===== src/rtl/lfsr_descrambler_if.sv =====
// Word stream bundle for the LFSR descrambler: scrambled words in, descrambled words
// and lock status out, each direction with valid/ready flow control.
interface lfsr_descrambler_if #(
    parameter int WS = 7
);
    logic          i_valid;
    logic          o_ready;
    logic [WS-1:0] i_word;
    logic          i_sync;
    logic          o_valid;
    logic          i_ready;
    logic [WS-1:0] o_word;
    logic          o_locked;

    modport master (
        output i_valid, i_word, i_sync, i_ready,
        input  o_ready, o_valid, o_word, o_locked
    );

    modport slave (
        input  i_valid, i_word, i_sync, i_ready,
        output o_ready, o_valid, o_word, o_locked
    );
endinterface


===== src/rtl/lfsr_descrambler.sv =====
// Streaming LFSR descrambler: WS bits per accepted word, multiplicative or additive,
// with one registered output stage and a sticky lock indicator.
module lfsr_descrambler #(
    parameter int             WS           = 7,
    parameter int             LN           = 31,
    parameter logic [LN-1:0]  TAPS         = LN'(31'h0000_2001),
    parameter logic [LN-1:0]  INITIAL_FILL = LN'(1),
    parameter int             MODE         = 0
) (
    input  logic               i_clk,
    input  logic               i_reset,
    lfsr_descrambler_if.slave  bus
);
    localparam int CW = $clog2(LN + WS) + 1;

    typedef enum logic {UNLOCKED, LOCKED} lock_t;

    lock_t          lock_q, lock_d;
    logic [CW-1:0]  cnt_q, cnt_d;
    logic [LN-1:0]  lfsr_q, lfsr_d;
    logic [LN-1:0]  s;
    logic [WS-1:0]  word_d, word_q;
    logic           valid_q, locked_q;
    logic           accept, b, p;

    assign bus.o_ready  = !valid_q || bus.i_ready;
    assign bus.o_valid  = valid_q;
    assign bus.o_word   = word_q;
    assign bus.o_locked = locked_q;
    assign accept       = bus.i_valid && bus.o_ready;

    // All WS bits unrolled; MSB first. A sync in additive mode restarts from the fill.
    always_comb begin
        s      = (MODE != 0 && bus.i_sync) ? INITIAL_FILL : lfsr_q;
        word_d = '0;
        b      = 1'b0;
        p      = 1'b0;
        for (int k = 0; k < WS; k++) begin
            b                = bus.i_word[WS-1-k];
            p                = ^(s & TAPS);
            word_d[WS-1-k]   = b ^ p;
            s                = {(MODE != 0) ? p : b, s[LN-1:1]};
        end
        lfsr_d = s;
    end

    always_comb begin
        lock_d = lock_q;
        cnt_d  = cnt_q;
        if (accept) begin
            if (MODE == 0) begin
                if (cnt_q < CW'(LN))
                    cnt_d = cnt_q + CW'(WS);
                if (cnt_d >= CW'(LN))
                    lock_d = LOCKED;
            end else if (bus.i_sync) begin
                lock_d = LOCKED;
            end
        end
    end

    always_ff @(posedge i_clk) begin
        if (i_reset) lock_q <= UNLOCKED;
        else         lock_q <= lock_d;
    end

    always_ff @(posedge i_clk) begin
        if (i_reset) begin
            lfsr_q   <= INITIAL_FILL;
            cnt_q    <= '0;
            valid_q  <= 1'b0;
            word_q   <= '0;
            locked_q <= 1'b0;
        end else begin
            cnt_q <= cnt_d;
            if (accept) begin
                lfsr_q   <= lfsr_d;
                valid_q  <= 1'b1;
                word_q   <= word_d;
                locked_q <= (lock_d == LOCKED);
            end else if (bus.i_ready) begin
                valid_q  <= 1'b0;
            end
        end
    end
endmodule


===== src/flat_wrapper.sv =====
// flat-port wrapper written by rule: the top's interface ports become plain ports
module lfsr_descrambler_flat 
#(
    parameter int             WS           = 7,
    parameter int             LN           = 31,
    parameter logic [LN-1:0]  TAPS         = LN'(31'h0000_2001),
    parameter logic [LN-1:0]  INITIAL_FILL = LN'(1),
    parameter int             MODE         = 0
)
  (i_clk, i_reset, bus_i_valid, bus_i_word, bus_i_sync, bus_i_ready, bus_o_ready, bus_o_valid, bus_o_word, bus_o_locked);
  lfsr_descrambler_if #(.WS(WS)) bus_i ();
  input  logic i_clk;
  input  logic i_reset;
  input wire logic [$bits(bus_i.i_valid)-1:0] bus_i_valid;
  input wire logic [$bits(bus_i.i_word)-1:0] bus_i_word;
  input wire logic [$bits(bus_i.i_sync)-1:0] bus_i_sync;
  input wire logic [$bits(bus_i.i_ready)-1:0] bus_i_ready;
  output wire logic [$bits(bus_i.o_ready)-1:0] bus_o_ready;
  output wire logic [$bits(bus_i.o_valid)-1:0] bus_o_valid;
  output wire logic [$bits(bus_i.o_word)-1:0] bus_o_word;
  output wire logic [$bits(bus_i.o_locked)-1:0] bus_o_locked;
  assign bus_i.i_valid = bus_i_valid;
  assign bus_i.i_word = bus_i_word;
  assign bus_i.i_sync = bus_i_sync;
  assign bus_i.i_ready = bus_i_ready;
  assign bus_o_ready = bus_i.o_ready;
  assign bus_o_valid = bus_i.o_valid;
  assign bus_o_word = bus_i.o_word;
  assign bus_o_locked = bus_i.o_locked;
  lfsr_descrambler #(.WS(WS), .LN(LN), .TAPS(TAPS), .INITIAL_FILL(INITIAL_FILL), .MODE(MODE)) u_core (.i_clk(i_clk), .i_reset(i_reset), .bus(bus_i));
endmodule

===== config.mk =====
export PLATFORM = sky130hd
export DESIGN_NAME = lfsr_descrambler_flat
export DESIGN_NICKNAME = d
export VERILOG_FILES = /design/src/rtl/lfsr_descrambler_if.sv /design/src/rtl/lfsr_descrambler.sv /design/src/flat_wrapper.sv
export SDC_FILE = /design/constraint.sdc
export NUM_CORES = 1
export LEC_CHECK = 0
export ABC_AREA = 1
export ABC_CLOCK_PERIOD_IN_PS = 1500
export CORE_UTILIZATION = 50
export DETAILED_ROUTE_END_ITERATION = 6
export PLACE_DENSITY = 0.73
export SETUP_SLACK_MARGIN = 0.2
export SKIP_LAST_GASP = 1
export SYNTH_ARGS = -nofsm -noshare
export SYNTH_HDL_FRONTEND = slang
export SYNTH_SLANG_ARGS = --single-unit

===== constraint.sdc =====
create_clock -name i_clk -period 1.5 [get_ports i_clk]
set_clock_uncertainty 0.15 [all_clocks]
set_input_delay 0.15 -clock i_clk [delete_from_list [all_inputs] [get_ports i_clk]]
set_output_delay 0.15 -clock i_clk [all_outputs]
set_load 0.005 [all_outputs]

# After elaboration in Yosys (flattened, before gate mapping)
# Index checks and enable logic that the tools add are counted.
[classes]
muxes = 6
n_lt_le_gt_ge = 2
bitwise_logic = 7
reduce_logical = 11
add_sub_neg = 1
[ops]
columns = ["op", "n"]
rows = [
  ["XOR reduction 31 bit", 7],
  ["two-way mux 7 bit", 2],
  ["adder 7 x 3 -> 7 bit, second input constant", 1],
  [">= comparator 7 x 5 -> 1 bit, second input constant", 1],
  ["less-than comparator 7 x 5 -> 1 bit, second input constant", 1],
  ["XOR 1 bit", 7],
  ["two-way mux 1 bit", 4],
  ["nonzero test 2 bit", 1],
  ["logical AND 1 bit", 1],
  ["zero test 1 bit", 1],
  ["logical OR 1 bit", 1],
]
[word_totals]
out_inout_bits = 10
register_bits = 48
word_cells = 33
input_bits = 12

# Depth between registers and ports, before layout
# Gate-level depths: netlist of the first run.
[depth]
depth_word = 7
depth_mapped = 13
depth_no_buf = 13

# Worst setup path after synthesis of the first run
# Ideal clock, no wire load.
[synth_timing]
path_kind = "flip-flop to flip-flop"
from = "reg u_core.cnt_q[0]"
to = "reg u_core.lock_q"
setup_slack_ns = -0.042
path_buffers = 0
t_required_ns = 1.236
t_arrival_ns = 1.279
setup_ns = 0.114
synth_period_minus_slack_ns = 1.542
stages_incl_launch_ff = 10
path_cell_list = "dfxtp_1 > inv_1 > ha_1 > xor2_1 > o21ai_0 > nor2_1 > nand2_1 > nand2_1 > nand2_1 > a21oi_2"
[synth_via]
elab_chain_len = 6
elab_cells_between_ends = 7
classes_between = "1 x add/sub; 2 x order compare; 4 x mux"
[synth_rtl]
columns = ["element", "line", "rtl"]
rows = [
  ["start, declared", "lfsr_descrambler.sv:19", "logic [CW-1:0] cnt_q, cnt_d;"],
  ["start signal, assigned", "lfsr_descrambler.sv:75", "cnt_q <= cnt_d;"],
  ["adder 7 x 3 -> 7 bit / less-than comparator 7 x 5 -> 1 bit (equally long branches)", "lfsr_descrambler.sv:53, lfsr_descrambler.sv:52", ""],
  ["two-way mux 7 bit *", "lfsr_descrambler.sv:52", "if (cnt_q < CW'(LN))"],
  ["two-way mux 7 bit *", "lfsr_descrambler.sv:50", "if (accept) begin"],
  [">= comparator 7 x 5 -> 1 bit *", "lfsr_descrambler.sv:54", "if (cnt_d >= CW'(LN))"],
  ["two-way mux 1 bit *", "lfsr_descrambler.sv:54", ""],
  ["two-way mux 1 bit *", "lfsr_descrambler.sv:50", ""],
  ["end signal, assigned", "lfsr_descrambler.sv:64", "else lock_q <= lock_d;"],
  ["end, declared", "lfsr_descrambler.sv:18", "lock_t lock_q, lock_d;"],
]
# Every way passes the cells marked *; elsewhere a longest branch is shown, timed or not. The select of a mux whose other input is x is not followed.
# A chain may end at the register's enable or synchronous reset.

# Worst setup path after layout of the first run
# Ends and elaborated chain as after synthesis.

==> results.md, run 1 <==
- The top cell types in the final layout, fill and taps aside, are 74 x sky130_fd_sc_hd__nor2_1, 36 x sky130_fd_sc_hd__dfxtp_1, 29 x sky130_fd_sc_hd__o21ai_0.
- The proportion of netlist area held by the largest area contributor is 47.2%.
- The count of input and output buffers is 20.
- The actual slew at the worst max-slew pin is 0.270 ns.
- The total instance count after detailed placement is 355.
- Of all cell types, the one taking the most synthesized area is sky130_fd_sc_hd__dfxtp_1.
- The initial antenna violation count is 0.
- Buffers inserted to repair hold after CTS numbered 0.
- The setup slack at placement is -0.151 ns.
- The number of rows in the core area is 22.
- The remaining number of nets flagged by the antenna check after routing is 0.
- At the end of routability-driven placement, the weighted congestion stood at 0.784.
- The path class of the lowest-slack min-delay path is reg2reg.
- Once routing completed, OpenROAD measured the worst setup slack at -0.141 ns.
- The worst pin sits at a relative slew slack of 81.8%.
- The wire length per cell after detailed routing is 12.1 um.
- The share of cells above drive strength 1 is 26.0%.
- The remaining global-route overflow is 0.
- In the routed layout, each cell is associated on average with a via count of 5.01.
- The later pin in the worst-skew pair is clocked with a latency of 0.30 ns.
- The netlist area before placement is 2040 um^2.
- Setup slack on the worst reg-to-reg path comes out at -0.14 ns.
- The library cell used most frequently in the layout, excluding fill and tap cells, is sky130_fd_sc_hd__nor2_1.
- The Yosys step of the flow raised 0 warnings.
- In the synthesized netlist, the number of instances is 279.
- The starting utilization of the core area is 54.0%.
- The final non-filler cell total is 371.
- Traced cell by cell, the critical path runs through buf_4 -> nand2_1 -> inv_1 -> nand2_1 -> nand3_1 -> nand2_1 -> nand2_1 -> nor2_2 -> nand2_1 -> nand2_1 -> nand2_1 -> a21oi_2.
- The run finished, with violations left.
- The H-tree was split into 2 levels.
- The number of antenna diodes in the final layout is 0.
- The y dimension of the die is 65.8 um.
- VDD sags by at most 0.744 mV.
- With fillers left out, the area of the finished cells amounts to 2730 um^2.
- The final cycle utilization of the critical path is 109%.
- The via total after detailed routing is 1,860.
- The timing endpoint of the critical path is u_core.lock_q.
- The delay contributed by the slowest stage of the critical path is 0.38 ns.
- The TritonCTS sink count is 48.
- The filler cell count is 299.
- At the worst endpoint, the arrival time is 1.73 ns.
- The required time of the worst setup path is 1.59 ns.
- Setup repair after global routing could not meet its margin everywhere.
- The slowest stage of the critical path belongs to the cell sky130_fd_sc_hd__dfxtp_4.
- After floorplanning, the core was sized to cover 3770 um^2.
- The detailed-placement wirelength estimate is 2820 um.
- Global routing consumed, over all layers together, 21.0% of the routing resources.
- Clock-pin slew was measured on the worst setup and hold paths at 0.08 ns.
- The via count of the first global-routing pass came to 1,557.
- The number of cells on the worst reg-to-reg path is 12.
- The buffer cell driving the clock tree root is sky130_fd_sc_hd__clkbuf_8.
- Timing would allow up to 609 MHz.
- The I/O pin total is 22.
- The cell area after placement is 2460 um^2.
- The worst-case hold slack is 0.309 ns.
- Across the run, the number of max-cap violations was 0.
- The post-synthesis sequential element count is 48.
- The wire length of the first global-routing pass is 6870 um.
- The max-slew violation count is 0.
- The largest driver fanout on the critical path is 5.
- Entering global routing, the biggest net connects 28 pins.
- The die is 65.8 um wide.
- The critical path starts at u_core.cnt_q[0].
- The iteration count of the initial detailed-routing pass is 4.
- The number of hold violations in the final report is 0.
- The die footprint is 4330 um^2.
- The power density relative to cell area is 1030 nW/um^2.
- The number of clock buffers added by TritonCTS is 5.
- The setup path with the least slack is of type reg2reg.
- The synthesized area per cell is 7.30 um^2.
- The synthesized netlist contains 24 unique library cells.
- The worst path in the final design needs a cycle of 1.64 ns, including I/O delays and setup.
- The wire length after detailed routing is 4500 um.
- The net count of the mapped netlist is 292.
- The number of remaining DRC errors is 0.
- In the post-synthesis netlist, the biggest area contributors are sky130_fd_sc_hd__dfxtp_1 47%, sky130_fd_sc_hd__nor2_1 15%, sky130_fd_sc_hd__o21ai_0 9.8%.
- No sink is reached through more buffers than the 2 on the longest clock path.
- The number of nets at the end of the flow is 336.
- The checks that failed: setup timing.
- The endpoint class of the critical path is a flop.
- After synthesis, flip-flops and latches occupy 47.2% of the total area.
- The final-layout setup total negative slack is -0.260 ns.
- The clock tree from TritonCTS is built.
- The reg-to-reg startpoint is u_core.cnt_q[0].
- The starting DRC count in detailed routing is 68.
- The nature of the critical path startpoint is a flop.
- The endpoint identified for the worst register-to-register timing path is u_core.lock_q.
- The layout overhead on the synthesized area is 34.2%.
- The analysis attributes to cell leakage a power of 0.00124 uW.
- The most numerous cell on the critical path is sky130_fd_sc_hd__nand2_1.
- The final setup violation count is 3.
## state kept, by name (all words and copies together), names as in the netlist
signal and count:
u_core.lfsr_q 31, u_core.bus.o_word 7, u_core.cnt_q 7, u_core.bus.o_locked 1
u_core.bus.o_valid 1, u_core.lock_q 1
## layout make-up
cell class              count  area, um^2  share of cell area (%)
clock buffers               5        68.8                    2.52
clock inverters             2        12.5                   0.458
inverters                  24        97.6                    3.57
multi-input cells         193        1020                    37.2
flip-flops and latches     48         983                    36.0
well taps                  48        60.1                    2.20
repair buffers             51         493                    18.0
## routing by layer
metal / global-route usage [%] / part of all wire (%) / vias up
li1: - / - / 964
met1: 25.0 / 44 / 867
met2: 35.7 / 52 / 22
met3: 6.21 / 2.5 / 7
met4: 7.34 / 1.3 / 0
met5: 0 / 0 / -
## kinds of logic after synthesis
family | Yosys count | synth area share [%]
and+or+nand+nor | 125 | 24.0
AOI/OAI and AO/OA | 53 | 14.1
DFF | 48 | 47.2
buffers and inverters | 38 | 8.11
xor gates and xnor gates | 14 | 6.02
adders and majority gates | 1 | 0.615
## where the power goes
| part | internal [uW] | total (uW) | leakage (uW) | switching [uW] |
|---|---|---|---|---|
| combinational | 320 | 634 | 0.000798 | 313 |
| sequential | 1380 | 1460 | 0.000402 | 77.7 |
| clock | 316 | 727 | 0.0000400 | 411 |
| total | 2020 | 2820 | 0.00124 | 802 |
## critical path: cells and delay by family, from the launching register on
kind                   cells  cell delay, ns
flip-flops                 1            0.38
AO/OA/AOI/OAI              1            0.10
AND/OR/NAND/NOR            9            0.76
buffers and inverters      2            0.18
## worst min path at each step
stage               cells after the start  slack [ns]              endpoint       startpoint
global route                            2        0.32       u_core.cnt_q[6]  u_core.cnt_q[6]
global placement                        2        0.29       u_core.cnt_q[6]  u_core.cnt_q[6]
finish                                  2        0.31       u_core.cnt_q[6]  u_core.cnt_q[6]
detailed placement                      2        0.30       u_core.cnt_q[6]  u_core.cnt_q[6]
floorplan                               3        0.16  u_core.bus.o_word[0]          i_reset
CTS                                     2        0.31       u_core.cnt_q[6]  u_core.cnt_q[6]
## cell usage after synthesis
cell	number
sky130_fd_sc_hd__a21oi_1	5
sky130_fd_sc_hd__a21oi_2	1
sky130_fd_sc_hd__a31oi_1	2
sky130_fd_sc_hd__buf_4	1
sky130_fd_sc_hd__buf_6	1
sky130_fd_sc_hd__clkbuf_1	10
sky130_fd_sc_hd__clkbuf_2	1
sky130_fd_sc_hd__clkbuf_8	1
sky130_fd_sc_hd__dfxtp_1	48
sky130_fd_sc_hd__ha_1	1
sky130_fd_sc_hd__inv_1	22
sky130_fd_sc_hd__inv_2	2
sky130_fd_sc_hd__nand2_1	32
sky130_fd_sc_hd__nand2_2	1
sky130_fd_sc_hd__nand3_1	7
sky130_fd_sc_hd__nand4_1	1
sky130_fd_sc_hd__nor2_1	82
sky130_fd_sc_hd__nor2_2	2
sky130_fd_sc_hd__o21ai_0	40
sky130_fd_sc_hd__o21ai_1	3
sky130_fd_sc_hd__o21ai_4	1
sky130_fd_sc_hd__o221ai_1	1
sky130_fd_sc_hd__xnor2_1	13
sky130_fd_sc_hd__xor2_1	1
## through the flow
stage	power (uW)	util [%]
floorplan	1810	-
detailed placement	2020	65.3
global route	2980	72.4
finish	2820	72.4
global placement	2010	65.3
CTS	2750	68.1
## timing repair
action | in CTS | in global routing
hold endpoints to repair | 0 | 0
setup buffers | 2 | 5
setup endpoints to repair | 45 | 46
gates resized for setup | 23 | 34
pin swaps | 4 | 8
gates cloned | 0 | 2
(Power assumes the default switching activity.)
==> run 2, diff against run 1 <==
CAP_MARGIN = 40   (was not set)
CORE_MARGIN = 5   (was not set)
==> run 2 against run 1 <==
Utilization fell by 5.4 points. Cell count fell by 1.3%. Clock power rose by 14%. Combinational power fell by 5.8%. The run still ends with setup timing left. Fmax rose by 5.8%. Critical path depth rose by 1. Power rose by 2.2%. Critical endpoint unchanged. Worst setup slack improved by 0.089 ns. Clock-buffer cell count rose by 3. Highest routed layer unchanged.
==> results.md, run 2 (synthesis gave the netlist of run 1 again) <==
- The area taken by flip-flops and latches is 983 um^2.
- The cell area after placement is 2410 um^2.
- For this block, the via count after detailed routing is 1,788.
- The start point of the critical path is u_core.cnt_q[0].
- The I/O pin total is 22.
- The number of nets at the end of the flow is 328.
- The combinational cell fraction of total power is 20.7%.
- The overall routing resource usage is 15.8%.
- The antenna diode instance count is 0.
- The final reports fail on setup timing.
- The flow ran to the end, but the final reports show violations.
- After global routing the overflow that remains totals 0.
- The count of input and output buffers is 20.
- The die footprint is 5450 um^2.
- The most common cell after layout, fill and taps aside is sky130_fd_sc_hd__nor2_1.
- The net switching share of the total power is 27.2%.
- The part of the power in the clock network is 28.7%.
- The total power is 2880 uW.
- CTS built an H-tree with a depth of 2.
- The wire length of the first global-routing pass is 6780 um.
- The actual slew at the worst max-slew pin is 0.242 ns.
- The largest driver fanout on the critical path is 4.
- The latest clock arrival within the worst-skew pair is 0.29 ns.
- The remaining number of nets flagged by the antenna check after routing is 0.
- The max-slew violation count is 0.
- The initial antenna violation count is 0.
- The starting utilization of the core area is 51.3%.
- The reg-to-reg startpoint is u_core.cnt_q[0].
- The setup slack at placement is -0.133 ns.
- Power spread over the standard cell area amounts to 1080 nW/um^2.
- The tightest slew margin relative to the limit is 83.7%.
- The detailed router finished its first iteration with 65 violations.
- STA classifies the critical path startpoint as a flop.
- The via count of the first global-routing pass is 1,521.
- The tree is rooted in a sky130_fd_sc_hd__clkbuf_8.
- The worst setup path is captured at a flop.
- In this run the standard cell core region covers 3970 um^2.
- The leakage power of the design is 0.00120 uW.
- Summing all multi-input logic gate instances after layout gives 1030 um^2.
- The tool flagged a number of max-cap violations equal to 0.
- The classification of the worst setup path is reg2reg.
- The die extent in x is 73.8 um.
- The data arrival time of the worst path is 1.64 ns.
- The layout overhead on the synthesized area is 30.7%.
- The maximum buffer depth of the clock tree is 2.
- The final critical path takes up 103% of the cycle.
- The clock-pin slew on the worst setup and hold paths is 0.08 ns.
- The final critical delay including setup and external delays is 1.55 ns.
- Setup violations remaining at the end of the flow were counted as 1.
- Dividing the detail-routed via count by the number of cells gives 4.89.
- The clock tree from TritonCTS is built.
- The wire length per cell after detailed routing is 11.5 um.
- For this block, the routed nets add up to 4210 um of wire.
- The final non-filler cell total is 366.
- The clock net in this run drives a total of 48 sinks.
- At the end of routability-driven placement, the weighted congestion stood at 0.783.
- The largest vdd supply drop is 0.698 mV.
- STA puts the critical path data required time at 1.59 ns.
- The area of all placed cells without fillers is 2660 um^2.
- The path class of the lowest-slack min-delay path is reg2reg.
- Setup repair after global routing could not meet its margin everywhere.
- The worst hold path begins at u_core.lfsr_q[7].
- Measured along the y axis, the die boundary spans 73.8 um.
- The total instance count after detailed placement is 352.
- The register with the most flip-flops in the layout has 31 of them.
- Entering global routing, the biggest net connects 38 pins.
- The filler cell count is 344.
- The number of hold violations in the final report is 0.
- The iteration count of the initial detailed-routing pass is 4.
- Cells fill 67.0% of the core in the end.
- The number of rows in the core area is 23.
- The detailed-placement wirelength estimate is 2780 um.
- The setup slack after layout is -0.0520 ns.
- The register share of total power is 50.6%.
- The top cell types in the final layout, fill and taps aside, are 72 x sky130_fd_sc_hd__nor2_1, 39 x sky130_fd_sc_hd__o21ai_0, 38 x sky130_fd_sc_hd__dfxtp_1.
- The largest register by flop count is u_core.lfsr_q.
- Buffers inserted during clock tree synthesis total 5.
- In the routed design, unresolved DRC markers number 0.
- Summed over all nets, the switching power comes to 783 uW.
- After clock tree synthesis, the flow added hold-fix buffers numbering 0.
- Of the cells placed in the final design, the portion with a size suffix greater than 1 is 24.4%.
- Cell internal power was estimated by the tool at 2100 uW.
- The top achievable clock speed is 644 MHz.
[run 2: through the flow]
step                hold slack (ns)  setup TNS [ns]
global route                  0.354          -0.361
floorplan                     0.160               0
detailed placement            0.301           -3.61
global placement              0.294           -2.82
finish                        0.314         -0.0520
CTS                           0.320         -0.0481
[run 2: layout make-up]
cell class / count / area share (%)
clock buffers: 8 / 3.76
repair buffers: 43 / 14.8
multi-input cells: 193 / 38.6
flip-flops and latches: 48 / 37.0
well taps: 50 / 2.35
inverters: 24 / 3.57
[run 2: metal layers]
metal | GRT usage, % | wire length (um) | vias up
met1 | 21.9 | 2090 | 821
li1 | - | - | 945
met3 | 4.38 | 150 | 4
met4 | 4.83 | 35 | 0
met2 | 23.6 | 1930 | 18
met5 | 0 | 0 | -
[run 2: what timing repair did]
item | 4_1_cts | 5_1_grt
pin swaps | 2 | 8
setup buffers | 3 | 3
endpoints found under the setup margin | 39 | 31
resized for setup | 23 | 29
endpoints found under the hold margin | 0 | 0
[run 2: power by group through the flow]
stage	Sequential, uW	Combinational [uW]	Clock, uW
after floorplan	1470	344	0
after global placement	1490	509	0
after detailed placement	1490	521	0
after CTS	1460	533	850
after global routing	1470	673	896
final	1460	597	828
[run 2: worst paths after layout]
kind | end | slack (ns) | cells after the start
worst max-delay path | u_core.lock_q | -0.05 | 13
worst min-delay path | u_core.lfsr_q[0] | 0.31 | 2
worst max register to register | u_core.lock_q | -0.05 | 13
worst min register to register | u_core.lfsr_q[0] | 0.31 | 2
[run 2: worst max-delay path, cell delays in order, from the launching register on]
cell	delay (ns)
sky130_fd_sc_hd__dfxtp_4	0.39
sky130_fd_sc_hd__inv_4	0.04
sky130_fd_sc_hd__ha_4	0.16
sky130_fd_sc_hd__nand2_4	0.06
sky130_fd_sc_hd__nand2_2	0.04
sky130_fd_sc_hd__nand2_1	0.05
sky130_fd_sc_hd__nand2_1	0.05
sky130_fd_sc_hd__nand2_1	0.06
sky130_fd_sc_hd__nand2_2	0.06
sky130_fd_sc_hd__nor2_2	0.12
sky130_fd_sc_hd__nand2_2	0.07
sky130_fd_sc_hd__nand2_1	0.06
sky130_fd_sc_hd__nand2_1	0.06
sky130_fd_sc_hd__a21oi_2	0.11
==> run 3, diff against run 2 <==
CTS_CLUSTER_SIZE = 14   (was not set)
==> results of run 3 <==
Same layout as run 2: the final DEF is identical, and so are final timing and power.
